<file path="config.mk">
export PLATFORM = sky130hd
export DESIGN_NAME = branch_decoder
export DESIGN_NICKNAME = d
export VERILOG_FILES = /design/src/rtl/branch_decoder.sv
export SDC_FILE = /design/constraint.sdc
export NUM_CORES = 1
export LEC_CHECK = 0
export CAP_MARGIN = 10
export CELL_PAD_IN_SITES_DETAIL_PLACEMENT = 0
export CELL_PAD_IN_SITES_GLOBAL_PLACEMENT = 1
export CORE_ASPECT_RATIO = 1.75
export CORE_MARGIN = 2
export CORE_UTILIZATION = 49
export CTS_CLUSTER_DIAMETER = 40
export DETAILED_ROUTE_END_ITERATION = 12
export PLACE_DENSITY = 0.8
export SYNTH_ARGS = -nofsm -noshare
export SYNTH_HDL_FRONTEND = slang
export SYNTH_SLANG_ARGS = --single-unit
</file>
<file path="constraint.sdc">
create_clock -name _clock -period 5.2 [get_ports _clock]
set_input_delay 1.04 -clock _clock [delete_from_list [all_inputs] [get_ports _clock]]
set_output_delay 1.04 -clock _clock [all_outputs]
set_load 0.01 [all_outputs]
</file>
<file path="src/rtl/branch_decoder.sv">
// branch_decoder: buffers {code, len} pairs in a FIFO and replays each as a
// registered (b, c, d) pattern with one-hot select, held for len+1 cycles.
module branch_decoder #(
  parameter int DEPTH = 4,
  parameter int LEN_W = 4
) (
  input  logic                      _clock,
  input  logic                      _reset,
  input  logic                      in_valid,
  output logic                      in_ready,
  input  logic [1:0]                in_code,
  input  logic [LEN_W-1:0]          in_len,
  output logic                      out_active,
  output logic [3:0]                out_sel,
  output logic                      out_b,
  output logic                      out_c,
  output logic [1:0]                out_d,
  output logic                      out_done,
  output logic [$clog2(DEPTH):0]    fifo_count
);
  localparam int AW = $clog2(DEPTH);
  localparam int CW = AW + 1;
  localparam logic [0:0] IDLE = 1'b0;
  localparam logic [0:0] HOLD = 1'b1;

  logic [LEN_W+1:0] mem [DEPTH];
  logic [AW-1:0]    wp, rp;
  logic [CW-1:0]    cnt;
  logic [0:0]       state;
  logic [LEN_W-1:0] hold;
  logic             push, pop;
  logic [1:0]       hcode;
  logic [LEN_W-1:0] hlen;

  assign in_ready   = cnt != CW'(DEPTH);
  assign fifo_count = cnt;
  assign push       = in_valid && in_ready;
  assign {hcode, hlen} = mem[rp];
  // Reload on the last held cycle so back-to-back codes leave no bubble.
  assign pop        = cnt != '0 && (state == IDLE || hold == '0);
  assign out_active = state;

  always_ff @(posedge _clock)
    if (push) mem[wp] <= {in_code, in_len};

  always_ff @(posedge _clock or negedge _reset)
    if (!_reset) begin
      wp       <= '0;
      rp       <= '0;
      cnt      <= '0;
      state    <= IDLE;
      hold     <= '0;
      out_sel  <= '0;
      out_b    <= 1'b0;
      out_c    <= 1'b0;
      out_d    <= '0;
      out_done <= 1'b0;
    end else begin
      wp  <= wp + AW'(push);
      rp  <= rp + AW'(pop);
      cnt <= cnt + CW'(push) - CW'(pop);
      if (pop) begin
        state    <= HOLD;
        hold     <= hlen;
        out_sel  <= 4'b0001 << hcode;
        out_b    <= !hcode[0];
        out_c    <= hcode == 2'd1;
        out_d    <= {2{&hcode}};
        out_done <= hlen == '0;
      end else if (state == HOLD && hold != '0) begin
        hold     <= hold - 1'b1;
        out_done <= hold == LEN_W'(1);
      end else begin
        state    <= IDLE;
        hold     <= '0;
        out_sel  <= '0;
        out_b    <= 1'b0;
        out_c    <= 1'b0;
        out_d    <= '0;
        out_done <= 1'b0;
      end
    end
endmodule

</file>
Word-level counts from Yosys, hierarchy flattened
Memories as Yosys holds them, arrays and structs flattened.
Cells that the tools add are included.
Widths: inputs -> output; s select.
{"block": "totals", "regBits": 21, "mem_bits_rw": 24, "inputBits": 9, "output_inout_bits": 14, "elab_cells": 46, "mem_count": 1}
{"memory": "mem", "words": 4, "word_bits": 6, "rd": 1, "rd_clocked_by_memory_dff": 0, "wr": 1, "line": "26", "rtl": "logic [LEN_W+1:0] mem [DEPTH];"}
{"block": "op_classes", "n_addsub": 5, "n_eq_ne": 4, "shifts": 1, "muxes": 14, "n_bitwise": 1, "reduce_logical": 10}
{"cell": "$mux 4", "n": 4}
{"cell": "$logic_not 4->1", "n": 2}
{"cell": "$mux 1", "n": 8}
{"cell": "$add 2x1->2", "n": 2}
{"cell": "$eq 4x1->1 const B", "n": 1}
{"cell": "$mux 2", "n": 2}
{"cell": "$reduce_bool 4->1", "n": 1}
{"cell": "$shl 1x2->4 const A", "n": 1}
{"cell": "$sub 4x1->4 const B", "n": 1}
{"cell": "$add 3x1->3", "n": 1}
{"cell": "$logic_and 1x1->1", "n": 3}
{"cell": "$ne 3x3->1 const B", "n": 1}
{"cell": "$reduce_bool 3->1", "n": 1}
{"cell": "$sub 3x1->3", "n": 1}
{"cell": "$eq 2x1->1 const B", "n": 1}
{"cell": "$ne 2x2->1 const B", "n": 1}
{"cell": "$reduce_and 2->1", "n": 1}
{"cell": "$logic_not 1->1", "n": 1}
{"cell": "$logic_or 1x1->1", "n": 1}
{"cell": "$not 1->1", "n": 1}

Logic depth before layout (Yosys ltp)
Gate-level depths: netlist (run 1).
{"block": "depth", "word_depth": 4, "mapped_depth": 11, "mapped_depth_nobuf": 11}

Worst setup path before layout (run 1)
Ideal clock, no wire load.
{"block": "synth_timing", "kind": "register to register", "from": "register hold[0]", "to": "register cnt[2] (netlist: fifo_count[2])", "setup_time_ns": 0.126, "t_arrival_ns": 2.394, "required_time_ns": 5.074, "setup_slack_ns": 2.680, "stages_incl_launch_ff": 12, "n_path_buf": 0, "period_less_slack_ns": 2.520, "cell_sequence": "dfrtp_1 -> inv_1 -> ha_1 -> or3b_4 -> a21oi_2 -> ha_1 -> inv_1 -> ha_1 -> inv_1 -> fa_1 -> xnor2_1 -> xnor2_1"}
{"block": "synth_between", "elab_chain_len": 4}
{"element": "start: declaration", "line": "30", "rtl": "logic [LEN_W-1:0] hold;"}
{"element": "start signal: assignment", "line": "64", "rtl": "hold <= hlen;"}
{"element": "start signal: assignment", "line": "71", "rtl": "hold <= hold - 1'b1;"}
{"element": "$logic_not 4->1", "line": "40", "rtl": "assign pop = cnt != '0 && (state == IDLE || hold == '0);"}
{"element": "$logic_or 1x1->1", "line": "40"}
{"element": "$logic_and 1x1->1", "line": "40"}
{"element": "via pop", "line": "31", "rtl": "logic push, pop;"}
{"element": "$sub 3x1->3", "line": "61", "rtl": "cnt <= cnt + CW'(push) - CW'(pop);"}
{"element": "end signal: assignment", "line": "61"}
{"element": "end: declaration", "line": "28", "rtl": "logic [CW-1:0] cnt;"}
The timed path passes the listed nets, and every way through them passes these cells.
A chain may end at the register's enable or synchronous reset.

Final worst setup path (run 1)
Ends and elaborated chain as after synthesis.

==> results.py, run 1 <==
metrics = {
    "status": {
        "outcome": "complete, no violations",
    },
    "timing": {
        "finalHoldViolations": 0,
        "max_freq_ghz": 0.3599,
        "rsz0062_at_grt": "false",
        "final-setup-viol-count": 0,
        "setup_tns_ns": 0,
        "period_minus_slack_ns": 2.779,
        "fin_ws_ns": 2.421,
        "skew_ns": 0.004517,
        "timing.final.crit_share": 0.5344,
        "slew_headroom": 0.3704,
        "drv_slew": 0,
        "tightest_slew_ns": 0.9423,
    },
    "floorplanning": {
        "io_pins": 23,
        "die_h_um": 82.98,
        "core-area_mm2": 0.003398,
        "die_w_um": 49.13,
        "fp-row-count": 28,
        "initial_core_util": 0.5140,
        "dieArea_mm2": 0.004077,
    },
    "global_routing": {
        "grt_usage": 0.1454,
        "grt_pass1_wl_um": 4485,
        "grt_antenna_before_repair": 0,
        "grt_max_degree": 19,
        "first_global_vias": 951,
        "grt-ovfl-total": 0,
    },
    "clock_network": {
        "clkLatencyLatePin_ns": 0.28,
        "clk_path_buf_depth": 2,
        "clk_pin_slew_worst_paths_ns": 0.08,
        "cts_made_buffers": 5,
        "cts_resized": 0,
        "clkSinkCount": 42,
        "hold_buffers": 0,
        "cts_root_buf": "clkbuf_8",
        "cts_setup_buffers": 0,
        "htree_num_levels": 2,
        "cts_tree": "done",
    },
    "final_layout": {
        "fillers": 282,
        "final_util": 0.6163,
        "multiInputGateArea_um2": 506.7,
        "drive_above_1_share": 0.1520,
        "nets": 141,
        "diodes": 0,
        "syn_to_final_growth_pct": 19.91,
        "layout_commonest_cell": "edfxtp_1",
        "seqCellArea_mm2": 0.001171,
        "final_cell_mix": "edfxtp_1, clkdlybuf4s50_1, dfrtp_1",
    },
    "routing": {
        "wirelength_um": 2571,
        "drt_iter0_markers": 8,
        "viasPerCell": 5.271,
        "routedWlPerCell_um": 15.12,
        "antenna_left": 0,
        "drt_first_pass_iters": 4,
        "route.vias.total": 896,
        "drc": 0,
    },
    "logic_synthesis": {
        "syn_inst": 101,
        "ys_ff_latch": 42,
        "yosysWarnings": 0,
        "synth_edf_count": 24,
        "syn_area_per_cell_um2": 17.29,
        "netlist_area_mm2": 0.001747,
        "synthFlopType": "edfxtp_1",
        "synth_seq_area_share": 0.6705,
        "ys_types": 30,
        "synth_nets": 118,
        "async_flop_share": 0.4286,
    },
    "pwr": {
        "leakage_nw": 0.8214,
        "swShare": 0.3088,
        "power_switching_uw": 372.6,
        "seqPwrFrac": 0.448,
        "pwr-share-clk": 0.206,
        "ir_drop_mv": 0.4290,
        "power_density_mw_per_mm2": 576.1,
        "p_total_mw": 1.207,
        "p_int_uw": 834.1,
        "power_frac_comb": 0.346,
    },
    "critical_path": {
        "criticalPathCategory": "reg2reg",
        "endpoint_kind": "flip-flop",
        "crit_slowest_cell": "or3b_4",
        "cp.required_ns": 5.41,
        "critPathMaxStageDelay_ns": 0.41,
        "cp.arrival_ns": 2.98,
        "cp_max_fo": 9,
        "start_kind": "flip-flop",
        "cp_cell_sequence": "inv_1, ha_1, or3b_4, a21oi_2, ha_1, inv_1, ha_1, inv_1, fa_1, xnor2_1, xnor2_1",
    },
    "hold_path": {
        "hold_path.class": "reg2reg",
    },
    "placement": {
        "dpl_worst_slack_ns": 2.251,
        "dpl.hpwl_um": 2019,
        "gp_congestion": 0.6953,
        "port_buffers": 22,
    },
    "run": {
        "cap_violations": 0,
    },
}
-- kinds of logic after synthesis --
| logic type | share of synthesized area |
|---|---|
| DFF | 0.6705 |
| and+or+nand+nor | 0.05157 |
| buffers and inverters | 0.03939 |
| AOI/OAI and AO/OA | 0.06519 |
| adders and majority gates | 0.06160 |
| xor gates and xnor gates | 0.03009 |
| muxes | 0.08166 |
-- path summary, 6_finish.rpt --
kind	startpoint	to	slack, ns	cells past startpoint
setup / recovery	hold[0]$_DFF_PN0_	fifo_count[2]$_DFF_PN0_	2.42	11
hold / removal	out_b$_DFFE_PN0P_	out_b$_DFFE_PN0P_	0.49	1
setup reg to reg	hold[0]$_DFF_PN0_	fifo_count[2]$_DFF_PN0_	2.42	11
hold reg to reg	out_b$_DFFE_PN0P_	out_b$_DFFE_PN0P_	0.49	1
max in group asynchronous	_reset	hold[3]$_DFF_PN0_	3.48	1
min in group asynchronous	_reset	fifo_count[0]$_DFF_PN0_	1.22	1
-- sequential cells by signal (all words and copies together), names as in the netlist --
| signal | cells |
|---|---|
| rp | 2 |
| out_sel | 3 |
| hold | 4 |
| mem | 24 |
| wp | 2 |
| out_b | 1 |
| fifo_count | 3 |
| out_active | 1 |
| out_done | 1 |
| out_c | 1 |
-- metal layers --
layer	global-route usage	up-vias	wire (µm)
met5	0	-	0
met4	0.06234	0	21
met3	0.04676	2	105
met2	0.2482	17	1466
met1	0.1625	456	977
li1	-	421	-
-- power groups by stage --
stage / Combinational (mW) / Sequential, mW / Clock [mW]
after detailed placement: 0.424 / 0.550 / 0
after floorplan: 0.306 / 0.530 / 0
after global placement: 0.409 / 0.546 / 0
after CTS: 0.425 / 0.544 / 0.257
final: 0.417 / 0.541 / 0.249
after global routing: 0.460 / 0.558 / 0.271
-- per-stage QoR --
step | cell area [µm²] | cells | hold WS (ns)
floorplan | 1747 | 101 | 0.4876
finish | 2095 | 170 | 0.4877
CTS | 2095 | 170 | 0.4952
detailed placement | 1981 | 162 | 0.4728
global placement | 1981 | 162 | 0.4644
global route | 2095 | 170 | 0.5317
-- critical path: cells and delay by family (launching register included) --
| kind | cells | cell delay (ns) |
|---|---|---|
| buf+inv | 3 | 0.21 |
| compound gates | 1 | 0.40 |
| fa+ha+maj | 4 | 0.96 |
| simple gates | 1 | 0.41 |
| xor+xnor | 2 | 0.32 |
| flops | 1 | 0.40 |
-- layout make-up --
type                            instances  area share
Timing Repair Buffer                   22      0.1051
Tap cell                               45     0.02688
Inverter                                7     0.01254
Multi-Input combinational cell         46      0.2419
Sequential cell                        42      0.5591
Clock inverter                          3     0.02151
Clock buffer                            5     0.03286
-- synthesized netlist by cell type, types with 2 or more instances --
| cell type | n | share of area |
|---|---|---|
| nand2_1 | 3 | 0.0064 |
| xor2_1 | 4 | 0.020 |
| dfrtp_1 | 18 | 0.26 |
| a32o_1 | 2 | 0.011 |
| mux4_1 | 2 | 0.030 |
| inv_1 | 7 | 0.015 |
| buf_4 | 3 | 0.013 |
| xnor2_1 | 2 | 0.010 |
| edfxtp_1 | 24 | 0.41 |
| ha_1 | 7 | 0.050 |
| nor3_1 | 3 | 0.0086 |
| a22o_1 | 4 | 0.020 |
| nor3b_1 | 2 | 0.0086 |
| mux4_2 | 4 | 0.052 |
Note: power is estimated with default switching activity, not from simulation.
==> run 2: changes to the inputs <==
- CORE_UTILIZATION: 49 -> 41
- PLACE_DENSITY: 0.8 -> 0.71
- clock period: 5.2 -> 2.4 ns (I/O delays scaled with it)
==> run 2 against run 1 <==
  * The flow now finishes with violations (setup timing)
  * Non-clock buffer count is 10 higher
  * Final cell count is 8.2% higher
  * Sequential share of layout area is 2.9 points lower
  * Design area is 5.4% higher
  * Power is 120% higher
  * Critical path depth stayed put
  * Count of clock-buffer cells in the layout stayed put
  * First-iteration DRC count is 38% lower
  * Die area is 18% higher
  * Hold slack worse by 0.0038 ns
==> results.py, run 2 (same netlist as run 1, synthesis figures left out) <==
metrics = {
    "pwr": {
        "power_density_mw_per_mm2": 1228,
        "leakage_nw": 0.8630,
        "ir_drop_mv": 0.6941,
    },
    "global_routing": {
        "grt_max_degree": 19,
        "grt_usage": 0.1310,
        "grt-ovfl-total": 0,
        "grt_pass1_wl_um": 4595,
        "grt_antenna_before_repair": 0,
        "first_global_vias": 1000,
    },
    "floorplanning": {
        "dieArea_mm2": 0.004819,
        "initial_core_util": 0.4248,
        "die_h_um": 90.35,
        "fp-row-count": 31,
        "io_pins": 23,
        "core-area_mm2": 0.004111,
        "die_w_um": 53.34,
    },
    "routing": {
        "route.vias.total": 930,
        "drc": 0,
        "antenna_left": 0,
        "wirelength_um": 2787,
        "routedWlPerCell_um": 15.15,
        "viasPerCell": 5.054,
        "drt_first_pass_iters": 4,
        "drt_iter0_markers": 5,
    },
    "clock_network": {
        "clk_path_buf_depth": 2,
        "htree_num_levels": 2,
        "cts_tree": "done",
        "clkSinkCount": 42,
        "clk_pin_slew_worst_paths_ns": 0.08,
        "clkLatencyLatePin_ns": 0.29,
        "hold_buffers": 0,
        "cts_made_buffers": 5,
        "cts_root_buf": "clkbuf_8",
    },
    "status": {
        "outcome": "complete, but fails checks",
        "failed_checks": "setup timing",
    },
    "critical_path": {
        "cp_max_fo": 3,
        "endpoint_kind": "flip-flop",
        "critPathMaxStageDelay_ns": 0.41,
        "path_buf_inv": 3,
        "crit_slowest_cell": "dfrtp_1",
        "cp_cell_sequence": "inv_2, ha_4, or3b_4, a21oi_4, ha_4, inv_2, ha_4, inv_2, fa_2, xnor2_2, xnor2_1",
        "cp.arrival_ns": 2.59,
        "criticalPathCategory": "reg2reg",
        "cp_top_family": "adder cells",
        "cp.required_ns": 2.58,
        "start_kind": "flip-flop",
    },
    "hold_path": {
        "hold_path.class": "reg2reg",
    },
    "timing": {
        "drv_slew": 0,
        "tightest_slew_ns": 0.3858,
        "max_freq_ghz": 0.4152,
        "setup_tns_ns": -0.008301,
        "period_minus_slack_ns": 2.408,
        "skew_ns": 0.007989,
        "rsz0062_at_grt": "true",
        "slew_headroom": 0.7428,
        "whs_ns": 0.4839,
        "finalHoldViolations": 0,
        "fin_ws_ns": -0.008301,
        "timing.final.crit_share": 1.003,
        "final-setup-viol-count": 1,
    },
    "placement": {
        "gp_congestion": 0.6551,
        "port_buffers": 22,
        "dpl.hpwl_um": 2052,
    },
    "final_layout": {
        "diodes": 0,
        "largest_reg_flops": 24,
        "layout_commonest_cell": "edfxtp_1",
        "syn_to_final_growth_pct": 26.43,
        "regMostFlops": "mem",
        "biggestRegsByFlops": "mem x24, hold x4",
        "final_cell_mix": "edfxtp_1, clkdlybuf4s50_1, dfrtp_1",
        "fillers": 375,
        "nets": 151,
        "drive_above_1_share": 0.2815,
    },
    "run": {
        "cap_violations": 0,
    },
}
-- run 2: worst paths after layout --
check / from / slack [ns] / endpoint / depth (start not counted)
min in group asynchronous: _reset / 0.51 / out_sel[2]$_DFFE_PN0P_ / 2
hold / removal: out_b$_DFFE_PN0P_ / 0.48 / out_b$_DFFE_PN0P_ / 1
setup reg to reg: hold[1]$_DFF_PN0_ / -0.008 / fifo_count[2]$_DFF_PN0_ / 11
setup / recovery: hold[1]$_DFF_PN0_ / -0.008 / fifo_count[2]$_DFF_PN0_ / 11
max in group asynchronous: _reset / 1.70 / wp[1]$_DFF_PN0_ / 2
hold reg to reg: out_b$_DFFE_PN0P_ / 0.48 / out_b$_DFFE_PN0P_ / 1
-- run 2: worst reg2reg max path, stage by stage, from the launching register on --
cell and delay, ns:
dfrtp_1 0.41, inv_2 0.10, ha_4 0.12, or3b_4 0.39, a21oi_4 0.20, ha_4 0.22
inv_2 0.06, ha_4 0.11, inv_2 0.03, fa_2 0.39, xnor2_2 0.14, xnor2_1 0.12
-- run 2: cell type report --
cell class / count / area, µm² / share of cell area
Sequential cell: 42 / 1171 / 0.5303
Multi-Input combinational cell: 46 / 561.8 / 0.2544
Timing Repair Buffer: 32 / 295.3 / 0.1337
Clock buffer: 5 / 68.82 / 0.03116
Tap cell: 49 / 61.31 / 0.02776
Inverter: 7 / 26.28 / 0.01190
Clock inverter: 3 / 23.77 / 0.01076
-- run 2: report_power, final --
| part | total [mW] | switching [mW] | internal (mW) |
|---|---|---|---|
| sequential | 1.17 | 0.170 | 0.997 |
| clock | 0.460 | 0.253 | 0.208 |
| combinational | 1.08 | 0.474 | 0.611 |
-- run 2: through the flow --
step	area, µm²	power [mW]	utilization	setup slack, ns	std cells
detailed placement	2056	2.197	0.5000	0.01197	174
CTS	2156	2.685	0.5243	0.0007543	182
floorplan	1757	1.824	-	0.02192	101
finish	2208	2.712	0.5371	-0.008301	184
global placement	2056	2.152	0.5000	0.09097	174
global route	2208	2.902	0.5371	-0.1229	184
-- run 2: metal layers --
layer | up-vias | global-route usage | share of wire
li1 | 442 | - | -
met1 | 464 | 0.1514 | 0.41
met2 | 18 | 0.2150 | 0.53
met3 | 6 | 0.03477 | 0.034
met4 | 0 | 0.06410 | 0.023
met5 | - | 0 | 0
-- run 2: timing repair --
item / 4_1_cts / 5_1_grt
setup endpoints to repair: 1 / 2
gates resized for setup: 1 / 8
buffers inserted: 0 / 2
pin swaps: 0 / 6
